<file path="src/rtl/tx_packet_ctrl.sv">
// rtl/tx_packet_ctrl.sv - USB transmit packet sequencer (SYNC/PID/DATA/CRC/EOP)
module tx_packet_ctrl #(
    parameter int unsigned BIT_CYCLES = 8
) (
    input  logic       clk,
    input  logic       n_rst,
    input  logic       tx_start,
    input  logic [1:0] tx_type,
    input  logic       tx_abort,
    input  logic       sync_bits_transmitted,
    input  logic       pid_bits_transmitted,
    input  logic       crc5_bits_transmitted,
    input  logic       crc16_bits_transmitted,
    input  logic       data_bits_transmitted,
    output logic       sync_transmitting,
    output logic       pid_transmitting,
    output logic       crc5_transmitting,
    output logic       crc16_transmitting,
    output logic       data_transmitting,
    output logic       eop_se0,
    output logic       eop_j,
    output logic       tx_busy,
    output logic       tx_done,
    output logic       tx_error
);

    typedef enum logic [3:0] {
        IDLE,
        SYNC,
        PID,
        DATA,
        CRC5,
        CRC16,
        EOP_SE0,
        EOP_J,
        DONE
    } state_t;

    localparam logic [1:0] TYPE_HANDSHAKE = 2'b00;
    localparam logic [1:0] TYPE_TOKEN     = 2'b01;
    localparam logic [1:0] TYPE_RESERVED  = 2'b11;

    // SE0 lasts two bit times, idle J one bit time
    localparam logic [8:0] SE0_LAST = 9'(2 * BIT_CYCLES - 1);
    localparam logic [8:0] J_LAST   = 9'(BIT_CYCLES - 1);

    state_t     state_q, state_d;
    logic [1:0] type_q, type_d;
    logic [8:0] cnt_q, cnt_d;
    logic       error_d;

    always_comb begin
        state_d = state_q;
        type_d  = type_q;
        cnt_d   = '0;
        error_d = 1'b0;
        case (state_q)
            IDLE: begin
                if (tx_start) begin
                    if (tx_type == TYPE_RESERVED) begin
                        error_d = 1'b1;
                    end else begin
                        type_d  = tx_type;
                        state_d = SYNC;
                    end
                end
            end
            SYNC: begin
                if (tx_abort) begin
                    state_d = EOP_SE0;
                end else if (sync_bits_transmitted) begin
                    state_d = PID;
                end
            end
            PID: begin
                if (tx_abort) begin
                    state_d = EOP_SE0;
                end else if (pid_bits_transmitted) begin
                    case (type_q)
                        TYPE_HANDSHAKE: state_d = EOP_SE0;
                        TYPE_TOKEN:     state_d = CRC5;
                        default:        state_d = DATA;
                    endcase
                end
            end
            DATA: begin
                if (tx_abort) begin
                    state_d = EOP_SE0;
                end else if (data_bits_transmitted) begin
                    state_d = CRC16;
                end
            end
            CRC5: begin
                if (tx_abort || crc5_bits_transmitted) begin
                    state_d = EOP_SE0;
                end
            end
            CRC16: begin
                if (tx_abort || crc16_bits_transmitted) begin
                    state_d = EOP_SE0;
                end
            end
            EOP_SE0: begin
                if (cnt_q == SE0_LAST) begin
                    state_d = EOP_J;
                end else begin
                    cnt_d = cnt_q + 9'd1;
                end
            end
            EOP_J: begin
                if (cnt_q == J_LAST) begin
                    state_d = DONE;
                end else begin
                    cnt_d = cnt_q + 9'd1;
                end
            end
            DONE: begin
                state_d = IDLE;
            end
            default: begin
                state_d = IDLE;
            end
        endcase
    end

    // Outputs are decoded from the next state so they change on the same edge as the state
    always_ff @(posedge clk or negedge n_rst) begin
        if (!n_rst) begin
            state_q            <= IDLE;
            type_q             <= 2'b00;
            cnt_q              <= '0;
            sync_transmitting  <= 1'b0;
            pid_transmitting   <= 1'b0;
            crc5_transmitting  <= 1'b0;
            crc16_transmitting <= 1'b0;
            data_transmitting  <= 1'b0;
            eop_se0            <= 1'b0;
            eop_j              <= 1'b0;
            tx_busy            <= 1'b0;
            tx_done            <= 1'b0;
            tx_error           <= 1'b0;
        end else begin
            state_q            <= state_d;
            type_q             <= type_d;
            cnt_q              <= cnt_d;
            sync_transmitting  <= (state_d == SYNC);
            pid_transmitting   <= (state_d == PID);
            crc5_transmitting  <= (state_d == CRC5);
            crc16_transmitting <= (state_d == CRC16);
            data_transmitting  <= (state_d == DATA);
            eop_se0            <= (state_d == EOP_SE0);
            eop_j              <= (state_d == EOP_J);
            tx_busy            <= (state_d inside {SYNC, PID, DATA, CRC5, CRC16, EOP_SE0, EOP_J});
            tx_done            <= (state_d == DONE);
            tx_error           <= error_d;
        end
    end

    a_one_field_active : assert property (@(posedge clk) disable iff (!n_rst)
        $onehot0({sync_transmitting, pid_transmitting, data_transmitting,
                  crc5_transmitting, crc16_transmitting}));

endmodule

</file>
<file path="config.mk">
export PLATFORM = sky130hd
export DESIGN_NAME = tx_packet_ctrl
export DESIGN_NICKNAME = d
export VERILOG_FILES = /design/src/rtl/tx_packet_ctrl.sv
export SDC_FILE = /design/constraint.sdc
export NUM_CORES = 1
export LEC_CHECK = 0
export ABC_AREA = 1
export ABC_CLOCK_PERIOD_IN_PS = 3500
export CAP_MARGIN = 25
export CORE_ASPECT_RATIO = 1.25
export CORE_MARGIN = 1.5
export CORE_UTILIZATION = 55
export CTS_CLUSTER_SIZE = 20
export DETAILED_ROUTE_END_ITERATION = 7
export HOLD_SLACK_MARGIN = 0.05
export PLACE_DENSITY = 0.92
export SLEW_MARGIN = 40
export SYNTH_ARGS = -nofsm -noshare
export SYNTH_HDL_FRONTEND = slang
export SYNTH_SLANG_ARGS = --single-unit
</file>
<file path="constraint.sdc">
create_clock -name clk -period 3.5 [get_ports clk]
set_input_delay 0.875 -clock clk [delete_from_list [all_inputs] [get_ports clk]]
set_output_delay 0.875 -clock clk [all_outputs]
set_load 0.02 [all_outputs]
</file>
==> key figures, run 1 <==
Floorplanning
  – Core area: roughly 2400 um^2
  – Total die area: 2820 um^2
  – Initial Util: roughly 57%
  – Die W: roughly 48 um
  – Io pins: 21
  – Rows: 20
  – Die Span Y: between 50 and 60 um

Min path
  – WHS Path Cells: 1
  – Min-delay src: cnt_q[0]
  – Hold Crit Class: reg -> reg
  – Hold EP: cnt_q[0]

Timing
  – Hold Vio Cnt, Final: 0
  – Final Skew: 2.33 ps
  – Slew HR: 69.0%
  – Tmin final: 2180 ps
  – Fmax: 459 MHz
  – Final Slew Violations: 0
  – # setup viols final: 0
  – Worst-Margin Slew: approximately 460 ps
  – Final Cycle Share: between 60 and 70%
  – RSZ-0062 raised after global routing: false
  – Final setup TNS: 0 ps

Setup path
  – Delay-heaviest family, CP: buffers and inverters
  – Slowest cell delay on critical path: approximately 610 ps
  – Reg2reg setup slack: 1980 ps
  – Max FO, Critical Path: 1
  – Required time worst endpoint: between 2000 and 3000 ps
  – Critical path class: reg -> out
  – Worst r2r src: state_q[3]
  – WP buf/inv: 1
  – Worst setup EP type: primary output
  – Reg2reg end: pid_transmitting
  – Type of origin of the critical path: flop
  – Slowest CP cell: clkdlybuf4s50_1
  – Arr. time, crit path: 1300 ps
  – Reg2reg path depth: 8
  – Crit-path cells: clkdlybuf4s50_1

Drt
  – DRC: 0
  – DR iter-0 viols: 25
  – Drt total wl: 2700 um
  – Post-DRT Antenna Nets: 0
  – Vias: ~1,200
  – Drt wl/cell: 11.2 um
  – Vias per inst: roughly 4.9
  – Drt first pass iters: 4

Global routing
  – Number of global-route vias before repair: between 1,000 and 1,500
  – Remaining global-route overflow: 0
  – Largest net degree at the start of global routing: 26
  – First-pass GRT wire length: roughly 4500 um
  – Initial antenna violation count: 0
  – Overall Global Routing Usage: a little under a quarter

Clock tree
  – Clk Latency, worst-skew pair: approximately 330 ps
  – Clock-pin slew on the worst setup and hold paths: roughly 140 ps
  – CTS Buffer Depth: 2
  – Post CTS Setup Buffer Count: 0
  – Resized cells post-CTS: 0
  – Clock sinks: 25
  – Cts bufs inserted: 3
  – TritonCTS clock tree: done
  – Clock Tree Root: clkbuf_4
  – Hold Buf Count CTS: 0
  – H-tree Lvls: 1

Cells and area
  – Layout cells sized above 1: approximately 15%
  – Synth-to-layout area growth: 20.2%
  – Most frequent cells in the layout: nor2_1, nand2_1, inv_1
  – ANT cells: 0
  – Layout Nets: 220
  – Final instance area: 1660 um^2

Synth
  – Unique masters post-synth: 23
  – Syn avg cell area: about 7.6 um^2
  – Post-Syn Instances: approximately 180
  – Synth top area cells: dfrtp_1, nand2_1, nor2_1, inv_1, nand3_1
  – Synth warn: 0
  – Seq/Total Area, Yosys: 45.3%
  – Seq cells post-synth: 25
  – Synthesized area: roughly 1400 um^2
  – Top-area cell type share of the netlist area: approximately 45%
  – Yosys top cell by area: dfrtp_1
  – Synth Net Count: 194

Power
  – Net switching fraction of the power: about 44%
  – Clock group share of total power: between 10% and 20%
  – LEAKAGE: around 0.86 nW
  – Combinational fraction of design power: a little under half
  – PD cells: 612 nW/um^2
  – Int Power: roughly 0.00057 W
  – Flop pwr share: around two fifths
  – Peak supply drop: ~340 uV
  – Net Sw Power: approximately 0.00045 W

Place
  – Routability cong.: about 0.90
  – DP HPWL: between 2000 and 2500 um
  – Buffers added on ports: 20
  – Placed Area: ~1600 um^2

Flow run
  – Max cap viols: 0

Run status
  – Status: complete, no violations
==> worst max-delay path by stage <==
stage | startpoint | to | slack [ps] | cells past startpoint
global placement | tx_abort | crc16_transmitting | 1290 | 8
CTS | tx_busy | tx_busy | 1320 | 1
finish | tx_busy | tx_busy | 1320 | 1
floorplan | tx_abort | eop_se0 | 1880 | 8
detailed placement | tx_abort | pid_transmitting | 1220 | 9
global route | tx_done | tx_done | 1290 | 1
==> registers in the layout, indices dropped and copies added, names as in the netlist <==
signal              flops
sync_transmitting       1
crc5_transmitting       1
data_transmitting       1
pid_transmitting        1
eop_se0                 1
tx_done                 1
cnt_q                   9
type_q                  2
eop_j                   1
crc16_transmitting      1
tx_error                1
tx_busy                 1
state_q                 4
==> per-layer routing <==
metal	share of wire [%]	GRT usage [%]
met3	2.6	2.13
met2	53	39.2
met4	4.0	15.8
met5	0	0
met1	40	25.0
==> synth_stat cells <==
cell type	count
nor3_2	3
ha_1	1
nand4_1	1
o21ai_2	2
nand2_1	39
a21oi_1	3
inv_1	26
clkinv_1	1
nor2_1	39
nor3_1	4
o21ai_0	3
nand3_1	11
nand3_2	1
nand4_4	1
nand2_2	6
nor2_4	1
o21ai_1	2
nor2_2	4
nand3_4	2
inv_2	5
nand2_4	1
xor2_1	1
dfrtp_1	25
==> power groups by stage <==
| stage | combinational, W | sequential, W | clock [W] |
|---|---|---|---|
| final | 0.000474 | 0.000408 | 0.000133 |
| after global routing | 0.000535 | 0.000416 | 0.000144 |
| after CTS | 0.000477 | 0.000407 | 0.000138 |
| after detailed placement | 0.000475 | 0.000414 | 0 |
| after global placement | 0.000459 | 0.000410 | 0 |
| after floorplan | 0.000343 | 0.000418 | 0 |
==> cells by family after synthesis <==
kind of cell | count (synthesis) | share of synthesized area, %
AO/OA/AOI/OAI | 10 | 4.17
XOR/XNOR | 1 | 0.635
adder cells (fa/ha/maj) | 1 | 0.906
buffers and inverters | 32 | 8.70
flip-flops | 25 | 45.3
AND/OR/NAND/NOR | 113 | 40.3
==> stage by stage <==
step                      std cells  hold slack [ps]  util, %  worst slack (ps)  power (W)
after floorplan                 182              433        -              1880   0.000761
after global placement          236              454     67.8              1290   0.000869
after detailed placement        236              465     67.8              1220   0.000889
after CTS                       240              483     69.1              1320    0.00102
after global routing            240              505     69.1              1290    0.00110
final                           240              479     69.1              1320    0.00102
==> layout make-up <==
class	instances	area, um^2
multi-input cells	125	634
clock buffers	3	22.5
fillers	221	743
well taps	33	41.3
flip-flops and latches	25	626
repair buffers	21	208
clock inverters	1	7.51
inverters	32	120
Note: power is estimated with default switching activity, not from simulation.
==> run 2: changes to the inputs <==
--- a/config.mk
+++ b/config.mk
@@ -6,15 +6,15 @@
 export NUM_CORES = 1
 export LEC_CHECK = 0
 export ABC_AREA = 1
-export ABC_CLOCK_PERIOD_IN_PS = 3500
+export ABC_CLOCK_PERIOD_IN_PS = 1800
 export CAP_MARGIN = 25
 export CORE_ASPECT_RATIO = 1.25
 export CORE_MARGIN = 1.5
-export CORE_UTILIZATION = 55
+export CORE_UTILIZATION = 48
 export CTS_CLUSTER_SIZE = 20
 export DETAILED_ROUTE_END_ITERATION = 7
 export HOLD_SLACK_MARGIN = 0.05
-export PLACE_DENSITY = 0.92
+export PLACE_DENSITY = 0.86
 export SLEW_MARGIN = 40
 export SYNTH_ARGS = -nofsm -noshare
 export SYNTH_HDL_FRONTEND = slang
==> constraint.sdc (replaced) <==
create_clock -name clk -period 1.8 [get_ports clk]
set_input_delay 0.45 -clock clk [delete_from_list [all_inputs] [get_ports clk]]
set_output_delay 0.45 -clock clk [all_outputs]
set_load 0.02 [all_outputs]
==> run 2 against run 1 <==
Clock skew is 1.2 ps lower. Hold slack worse by 5.0 ps. Clock power grew 89%. Routed wire length is 4.5% lower. Critical path depth unchanged. Die area up 14%. Combinational power up 93%. Design area rose by 0.53%. Cell count increased by 0.83%. Global-route usage down 4.2 points.
==> key figures, run 2 (synthesis results as in run 1) <==
Clock tree
  – Clk Latency, worst-skew pair: 320 ps (was 330 ps)
  – Hold Buf Count CTS: 0 (unchanged)
  – Resized cells post-CTS: 0 (unchanged)
  – Clock-pin slew on the worst setup and hold paths: 130 ps (was 140 ps)
  – Post CTS Setup Buffer Count: 0 (unchanged)
  – Cts bufs inserted: 3 (unchanged)
  – Clock Tree Root: clkbuf_4 (unchanged)
  – TritonCTS clock tree: done (unchanged)
  – Clock sinks: 25 (unchanged)
  – H-tree Lvls: 1 (unchanged)
  – CTS Buffer Depth: 2 (unchanged)

Setup path
  – Slowest CP cell: clkdlybuf4s50_1 (unchanged)
  – Type of origin of the critical path: flop (unchanged)
  – Worst setup EP type: primary output (unchanged)
  – Required time worst endpoint: 1350 ps (was 2620 ps)
  – Crit-path cells: clkdlybuf4s50_1 (unchanged)
  – Slowest cell delay on critical path: 600 ps (was 610 ps)
  – Arr. time, crit path: 1270 ps (was 1300 ps)
  – Delay-heaviest family, CP: buffers and inverters (unchanged)
  – Max FO, Critical Path: 1 (unchanged)
  – Critical path class: reg -> out (unchanged)
  – WP buf/inv: 1 (unchanged)

Cells and area
  – Fillers: 250 (was 221)
  – ANT cells: 0 (unchanged)
  – Synth-to-layout area growth: 20.9% (was 20.2%)
  – Layout cells sized above 1: 15.4% (was 15.0%)
  – Final core occ: 61.6% (was 69.1%)
  – Layout Nets: 221 (was 220)
  – Max reg flops: 9 (unchanged)
  – Reg with most FFs: cnt_q (unchanged)
  – Largest registers: cnt_q: 9 flops, state_q: 4 flops, type_q: 2 flops (unchanged)
  – Most frequent cells in the layout: nor2_1, nand2_1, inv_1 (unchanged)

Drt
  – Drt total wl: 2580 um (was 2700 um)
  – Vias: 1,176 (was 1,175)
  – DRC: 0 (unchanged)
  – Post-DRT Antenna Nets: 0 (unchanged)
  – Drt first pass iters: 4 (unchanged)
  – Vias per inst: 4.86 (was 4.90)
  – DR iter-0 viols: 20 (was 25)
  – Drt wl/cell: 10.6 um (was 11.2 um)

Global routing
  – Number of global-route vias before repair: 1,151 (was 1,172)
  – Overall Global Routing Usage: 18.7% (was 22.9%)
  – Initial antenna violation count: 0 (unchanged)
  – Largest net degree at the start of global routing: 26 (unchanged)
  – First-pass GRT wire length: 4570 um (was 4550 um)
  – Remaining global-route overflow: 0 (unchanged)

Place
  – DP Worst Slack: -16.8 ps (was 1220 ps)
  – Routability cong.: 0.869 (was 0.898)
  – DP HPWL: 2090 um (was 2140 um)
  – Buffers added on ports: 20 (unchanged)

Floorplanning
  – Total die area: 3210 um^2 (was 2820 um^2)
  – Io pins: 21 (unchanged)
  – Core area: 2710 um^2 (was 2400 um^2)
  – Initial Util: 51.0% (was 57.4%)
  – Rows: 21 (was 20)
  – Die W: 51.0 um (was 47.8 um)
  – Die Span Y: 63.0 um (was 59.0 um)

Timing
  – # setup viols final: 0 (unchanged)
  – Fmax: ~580 MHz
  – Hold Slack: 474 ps (was 479 ps)
  – Final setup TNS: 0 ps (unchanged)
  – Slew HR: 75.0% (was 69.0%)
  – RSZ-0062 raised after global routing: false (unchanged)
  – Tmin final: about 1700 ps
  – Worst-Margin Slew: 374 ps (was 463 ps)
  – Final Slew Violations: 0 (unchanged)
  – Final Cycle Share: a little over nine tenths
  – Hold Vio Cnt, Final: 0 (unchanged)
  – Final Skew: 1.08 ps (was 2.33 ps)
  – Fin worst setup slack: 82.5 ps (was 1320 ps)

Power
  – PD cells: 1170 nW/um^2 (was 612 nW/um^2)
  – LEAKAGE: 0.865 nW (was 0.860 nW)
  – Int Power: 0.00111 W (was 0.000568 W)
  – Flop pwr share: 40.4% (was 40.2%)
  – Net switching fraction of the power: 43.4% (was 44.0%)
  – Combinational fraction of design power: 46.8% (was 46.7%)
  – Power, Total: 0.00195 W (was 0.00102 W)
  – Clock group share of total power: 12.8% (was 13.1%)
  – Peak supply drop: 591 uV (was 336 uV)
  – Net Sw Power: 0.000848 W (was 0.000447 W)

Min path
  – Hold Crit Class: in -> async (was reg -> reg)

Run status
  – Status: complete, no violations (unchanged)

Flow run
  – Max cap viols: 0 (unchanged)
## run 2: cell types whose count changed in the layout (fill, tap and decap cells not counted)
cell   change
buf_4      +1
## run 2: worst paths after layout
kind,start,endpoint,slack [ps],depth (start not counted)
worst max-delay path,data_transmitting,data_transmitting,80,1
worst max register to register,cnt_q[0],crc16_transmitting,290,9
max in group asynchronous,n_rst,state_q[2],1090,2
worst min register to register,cnt_q[0],cnt_q[0],480,1
min in group clk,cnt_q[0],cnt_q[0],480,1
worst min-delay path,n_rst,cnt_q[6],470,2
## run 2: cell type report
type | instances | area, um^2 | area share [%]
sequential | 25 | 626 | 37.5
timing repair buffer | 22 | 215 | 12.9
tap | 34 | 42.5 | 2.55
clock inverter | 1 | 7.51 | 0.450
clock buffer | 3 | 22.5 | 1.35
multi-input combinational | 125 | 634 | 38.0
inverter | 32 | 120 | 7.20
## run 2: metal layers
layer  part of all wire, %  up-vias  global-route usage [%]
li1                      -      606                       -
met4                   2.1        0                    9.12
met2                    54       21                    34.1
met1                    41      543                    20.7
met3                   2.2        6                    2.15
met5                     0        -                       0
## run 2: metrics by stage
| stage | area, um^2 | cells |
|---|---|---|
| global placement | 1640 | 238 |
| CTS | 1670 | 242 |
| global route | 1670 | 242 |
| finish | 1670 | 242 |
| detailed placement | 1640 | 238 |
| floorplan | 1380 | 182 |
## run 2: power groups by stage
stage	clock network, W	registers, W	logic (W)
final	0.000251	0.000789	0.000914
after global routing	0.000287	0.000806	0.00103
after detailed placement	0	0.000802	0.000923
after floorplan	0	0.000812	0.000667
after global placement	0	0.000799	0.000899
after CTS	0.000261	0.000790	0.000928
